`src/rtl/oam_dma_controller.sv`:
```
// Sprite OAM DMA engine: passes CPU cycles through, or stalls the CPU and copies a 256-byte page to $2004.
// Optional abort input is compiled in when OAM_DMA_ABORT_EN is defined.
module oam_dma_controller #(
  parameter logic [15:0] TRIG_ADDR    = 16'h4014,
  parameter logic [15:0] OAM_REG_ADDR = 16'h2004,
  parameter int          XFER_LEN     = 256
) (
  input  logic        i_clk,
  input  logic        i_rst_n,
  input  logic        i_cpu_ce,
  input  logic [15:0] i_cpu_addr,
  input  logic        i_cpu_rnw,
  input  logic [7:0]  i_cpu_data_out,
  input  logic [7:0]  i_bus_data_in,
`ifdef OAM_DMA_ABORT_EN
  input  logic        i_dma_abort,
`endif
  output logic [15:0] o_bus_addr,
  output logic        o_bus_rnw,
  output logic [7:0]  o_bus_data_out,
  output logic        o_cpu_rdy,
  output logic        o_dma_active
);

  typedef enum logic [2:0] {IDLE, HALT, ALIGN, READ, WRITE} state_t;

  state_t      state, next_state;
  logic        parity;
  logic [7:0]  page;
  logic [8:0]  idx;
  logic [7:0]  latch;
  logic        abort_req;
  logic        trigger;
  logic        last_byte;

`ifdef OAM_DMA_ABORT_EN
  assign abort_req = i_dma_abort;
`else
  assign abort_req = 1'b0;
`endif

  assign trigger   = !i_cpu_rnw && (i_cpu_addr == TRIG_ADDR);
  assign last_byte = (idx == 9'(XFER_LEN - 1));

  always_ff @(posedge i_clk or negedge i_rst_n) begin
    if (!i_rst_n) begin
      state  <= IDLE;
      parity <= 1'b0;
      page   <= 8'h00;
      idx    <= 9'd0;
      latch  <= 8'h00;
    end else if (i_cpu_ce) begin
      parity <= ~parity;
      state  <= next_state;
      case (state)
        IDLE:  if (trigger) page <= i_cpu_data_out;
        READ:  latch <= i_bus_data_in;
        WRITE: idx <= last_byte ? 9'd0 : idx + 9'd1;
        default: ;
      endcase
      // An abort leaves the counter clean so the next transfer starts at byte 0.
      if (abort_req && state != IDLE) idx <= 9'd0;
    end
  end

  // HALT falls through to READ only when the following cycle is a "get" cycle.
  always_comb begin
    next_state = state;
    case (state)
      IDLE:    if (trigger) next_state = HALT;
      HALT:    next_state = abort_req ? IDLE : (parity ? READ : ALIGN);
      ALIGN:   next_state = abort_req ? IDLE : READ;
      READ:    next_state = abort_req ? IDLE : WRITE;
      WRITE:   next_state = (abort_req || last_byte) ? IDLE : READ;
      default: next_state = IDLE;
    endcase
  end

  always_comb begin
    o_bus_addr     = i_cpu_addr;
    o_bus_rnw      = i_cpu_rnw;
    o_bus_data_out = i_cpu_data_out;
    o_cpu_rdy      = 1'b1;
    o_dma_active   = 1'b0;
    case (state)
      HALT, ALIGN: begin
        o_bus_rnw    = 1'b1;
        o_cpu_rdy    = 1'b0;
        o_dma_active = 1'b1;
      end
      READ: begin
        o_bus_addr   = {page, idx[7:0]};
        o_bus_rnw    = 1'b1;
        o_cpu_rdy    = 1'b0;
        o_dma_active = 1'b1;
      end
      WRITE: begin
        o_bus_addr     = OAM_REG_ADDR;
        o_bus_rnw      = 1'b0;
        o_bus_data_out = latch;
        o_cpu_rdy      = 1'b0;
        o_dma_active   = 1'b1;
      end
      default: ;
    endcase
  end

endmodule

```
`config.mk`:
```
export PLATFORM = sky130hd
export DESIGN_NAME = oam_dma_controller
export DESIGN_NICKNAME = d
export VERILOG_FILES = /design/src/rtl/oam_dma_controller.sv
export SDC_FILE = /design/constraint.sdc
export NUM_CORES = 1
export LEC_CHECK = 0
export CAP_MARGIN = 20
export CORE_MARGIN = 8
export CORE_UTILIZATION = 40
export CTS_CLUSTER_SIZE = 24
export DETAILED_ROUTE_END_ITERATION = 7
export GPL_TIMING_DRIVEN = 0
export PLACE_DENSITY = 0.77
export SLEW_MARGIN = 30
export SYNTH_ARGS = -nofsm -noshare
export SYNTH_HDL_FRONTEND = slang
export SYNTH_SLANG_ARGS = --single-unit
export TNS_END_PERCENT = 20
```
`constraint.sdc`:
```
create_clock -name i_clk -period 3.2 [get_ports i_clk]
set_input_delay 0.32 -clock i_clk [delete_from_list [all_inputs] [get_ports i_clk]]
set_output_delay 0.32 -clock i_clk [all_outputs]
set_load 0.005 [all_outputs]
```
Yosys cells after proc, flatten, opt, wreduce, memory -nomap -nowiden
Cells that the tools add are included.
{"block": "word_totals", "wordCells": 33, "input_bits": 36, "register_bits": 29, "out_inout_bits": 27}
{"block": "op_classes", "n_reduce_logical": 9, "muxes": 10, "bitwise_logic": 1, "add_sub_neg": 1, "eq_ne": 7}
{"cell": "$pmux W16 S2", "n": 1}
{"cell": "$eq A16 B15 Y1 const B", "n": 1}
{"cell": "$pmux W3 S5", "n": 1}
{"cell": "$add A9 B1 Y9 const B", "n": 1}
{"cell": "$eq A9 B8 Y1 const B", "n": 1}
{"cell": "$mux W9", "n": 1}
{"cell": "$mux W8", "n": 1}
{"cell": "$eq A3 B2 Y1 const B", "n": 2}
{"cell": "$reduce_and A2 Y1", "n": 3}
{"cell": "$reduce_or A4 Y1", "n": 1}
{"cell": "$eq A3 B1 Y1 const B", "n": 1}
{"cell": "$eq A3 B3 Y1 const B", "n": 1}
{"cell": "$logic_not A3 Y1", "n": 1}
{"cell": "$mux W1", "n": 3}
{"cell": "$mux W3", "n": 1}
{"cell": "$reduce_and A3 Y1", "n": 1}
{"cell": "$reduce_or A3 Y1", "n": 1}
{"cell": "$mux W2", "n": 1}
{"cell": "$ne A2 B2 Y1 const B", "n": 1}
{"cell": "$pmux W1 S2", "n": 1}
{"cell": "$logic_and A1 B1 Y1", "n": 1}
{"cell": "$logic_not A1 Y1", "n": 1}
{"cell": "$not A1 Y1", "n": 1}

Logic depth before layout (Yosys ltp)
{"block": "logic_depth", "depth_word": 4, "mapped_depth": 6, "mapped_depth_nobuf": 6}

Least setup slack after synthesis
No wires, ideal clock.
{"block": "synth_timing", "path_kind": "input to register", "startpoint": "input i_cpu_addr[11]", "endpoint": "register page[0]", "arrival_ns": 1.642, "t_required_ns": 3.075, "setup_slack_ns": 1.432, "setup_time_ns": 0.125, "n_path_buf": 0, "stages": 5, "cell_sequence": "or4_4 > nor3_4 > nand4_4 > nor2_8 > mux2_4"}
{"block": "synth_via", "elab_chain_cells": 3}
{"element": "start, declared", "line_no": "11", "text": "input logic [15:0] i_cpu_addr,"}
{"element": "$eq A16 B15 Y1", "line_no": "42", "text": "assign trigger = !i_cpu_rnw && (i_cpu_addr == TRIG_ADDR);"}
{"element": "$logic_and A1 B1 Y1", "line_no": "42"}
{"element": "$reduce_and A3 Y1 (no source line)"}
{"element": "end signal, assigned", "line_no": "56", "text": "IDLE: if (trigger) page <= i_cpu_data_out;"}
{"element": "end, declared", "line_no": "29", "text": "logic [7:0] page;"}
No other way between the ends.
A chain may end at the register's enable or synchronous reset.

Worst setup path after layout
{"block": "layout_timing", "startpoint": "register state[0]", "endpoint": "output o_bus_addr[9]"}
{"block": "layout_via", "elab_chain_cells": 2}
{"element": "start, declared", "line_no": "27", "text": "state_t state, next_state;"}
{"element": "start signal, assigned", "line_no": "54", "text": "state <= next_state;"}
{"element": "$eq A3 B3 Y1 or $eq A3 B2 Y1 (tied branches)", "line_no": "85", "text": "case (state)"}
{"element": "$pmux W16 S2 *", "line_no": "85"}
{"element": "end, declared", "line_no": "18", "text": "output logic [15:0] o_bus_addr,"}
Mark *: on every way between the ends. The rest lies on a longest branch, timed or not.

==> impl_metrics.ini <==
[synth]
ys.flop_type = dfrtp_1
synthArstFlopShare_pct = 100
synth_seq_area_share_pct = 42.7
synth_area_um2 = 1700
synth_nets = 185
ys_types = 39
ys_warn_count = 0
synth_edf_count = 0
syn_avg_cell_area_um2 = 11.5
syn_inst = 148
synth-seq-cells = 29

[place]
placed_area_um2 = 2380
gp_congestion = 0.847
dp_slack_ns = 0.596
dp_hpwl_um = 3460
portBuffers = 62

[clock_network]
cts_made_buffers = 5
cts_tree = yes
post_cts_buffers = 0
cts_buffer_depth = 2
postCtsHoldBufs = 0
path_clk_slew_ns = 0.07
clk_latency_ns = 0.28
h-tree-depth = 2
root_buffer = clkbuf_8
ctsResizeCount = 0
clock-sinks = 29

[detailed_routing]
drt-met1-wl_um = 1940
wire_per_inst_um = 16.7
dr_wl_met2_um = 1910
drt_pass1_iterations = 4
top_layer_used = met4
drcViolationCount = 0
vias = 1447
avgViaCountPerCell = 5.40
first_iter_violations = 136
routed_wirelength_um = 4480
ant_nets = 0
dr_wl_met3_um = 535

[global_route]
grt_pass1_wl_um = 7450
grt_util_all_layers_pct = 14.7
grt_overflow_total = 0
grt_max_degree = 30
antenna_found_initial = 0
first_global_vias = 1528

[finish]
design_area_um2 = 2460
final_nets = 254
drive_gt1_share_pct = 19.3
final_common_cell = clkdlybuf4s50_1
diodes = 0
final_cell_mix = clkdlybuf4s50_1 (61), dfrtp_1 (29), a22o_1 (13)
layout-area-overhead-vs-synth_pct = 44.8

[timing]
hold_viol = 0
setup_tns_ns = 0
setup_viol_count_final = 0
fin_skew_ns = 0.00885
relSlewSlack_pct = 48.3
grt_setup_unrepaired = no
finalWorstSetupSlack_ns = 0.272
drv_slew = 0
timing.final.crit_period_ns = 2.93
tightest_slew_ns = 0.770
max_freq_ghz = 0.342
post-route-period-util_pct = 91.5

[critical_path]
critPathKind = reg2out
cp-end-kind = output port
path_max_fanout = 10
arrival_ns = 2.61
cp_data_required_time_ns = 2.88
crit_path_start_kind = flop
r2r_setup_slack_ns = 1.30
ff2ff_path_depth = 6

[floorplanning]
start_util_pct = 41.9
core.rowCount = 23
coreArea_um2 = 4060
die_y_um = 81.2
io_pins = 63
die_w_um = 81.2
die_area_um2 = 6590

[worst_hold_path]
min_path_type = in2async

[job]
cap_violations = 0

[pwr]
power.density_nw_per_um2 = 675
ir_worst_vdd_v = 0.000387
leakage_nw = 1.07

[run_status]
status = finished, final reports clean
path summary, 6_finish.rpt:
check,startpoint,end
min in group i_clk,parity,parity
worst max-delay path,state[0],o_bus_addr[9]
worst min register to register,parity,parity
worst max register to register,idx[0],state[1]
max in group asynchronous,i_rst_n,page[0]
worst min-delay path,i_rst_n,idx[4]
synth_stat cells (2+ instances only):
cell type | number | share of area, %
buf_2 | 3 | 0.88
and2_1 | 3 | 1.1
nor2_1 | 3 | 0.66
dfrtp_1 | 29 | 43
xor2_1 | 2 | 1.0
nor4b_4 | 2 | 2.8
a22o_1 | 13 | 6.7
clkbuf_1 | 3 | 0.66
mux2_2 | 11 | 7.3
o31ai_1 | 2 | 0.88
nor3_1 | 5 | 1.5
mux2_4 | 8 | 7.1
o21ai_1 | 4 | 1.2
nand3_1 | 3 | 0.88
o21ai_0 | 7 | 2.1
mux2_1 | 5 | 3.3
and3_1 | 3 | 1.1
inv_1 | 4 | 0.88
a21oi_1 | 5 | 1.5
xnor2_1 | 2 | 1.0
nor2b_1 | 3 | 1.1
nand2_1 | 10 | 2.2
nand2b_1 | 2 | 0.74
sequential cells by signal (all words and copies together), names as in the netlist:
name    cells
parity      1
page        8
state       3
idx         9
latch       8
metal layers:
layer / GRT usage [%] / up-vias
met5: 0 / -
met2: 21.6 / 60
li1: - / 691
met3: 7.06 / 10
met1: 18.2 / 686
met4: 5.54 / 0
through the flow:
step | total power (W) | util, % | cells | hold WS [ns]
6_report | 0.00166 | 60.6 | 268 | 0.0582
3_5_place_dp | 0.00139 | 58.6 | 260 | 0.386
4_1_cts | 0.00168 | 60.6 | 268 | 0.0804
2_1_floorplan | 0.000953 | - | 148 | 0.0244
3_3_place_gp | 0.00137 | 58.7 | 260 | 0.453
5_1_grt | 0.00179 | 60.6 | 268 | 0.102
power by group:
group          switching [W]  leakage (nW)  internal (W)
Combinational       0.000364         0.653      0.000480
Clock               0.000139        0.0450      0.000150
Sequential         0.0000654         0.376      0.000462
Total               0.000568          1.07       0.00109
kinds of logic (layout without fill, tap and decap cells):
group	Yosys count	count (layout)	share of synthesized area, %
AND/OR/NAND/NOR	45	45	19.8
AO/OA/AOI/OAI	34	34	14.0
buffers and inverters	10	80	2.43
XOR/XNOR	4	4	2.06
multiplexers	25	25	18.3
adder cells (fa/ha/maj)	1	1	0.736
flip-flops	29	29	42.7
worst max-delay path, cell delays in order (launching register included):
cell	delay, ns
dfrtp_1	0.38
clkbuf_1	0.20
and3_1	0.23
nor2_1	0.29
clkbuf_1	0.48
a22o_1	0.22
clkdlybuf4s50_1	0.52
final cells by class:
type                    count  area [um^2]
well taps                  50         62.6
flip-flops and latches     29          726
clock inverters             2         10.0
plain buffers               6         26.3
fillers                   341         1600
clock buffers               6         72.6
repair buffers             62          616
multi-input cells         109          932
inverters                   4         15.0
Power figures use the tool's default switching activity.
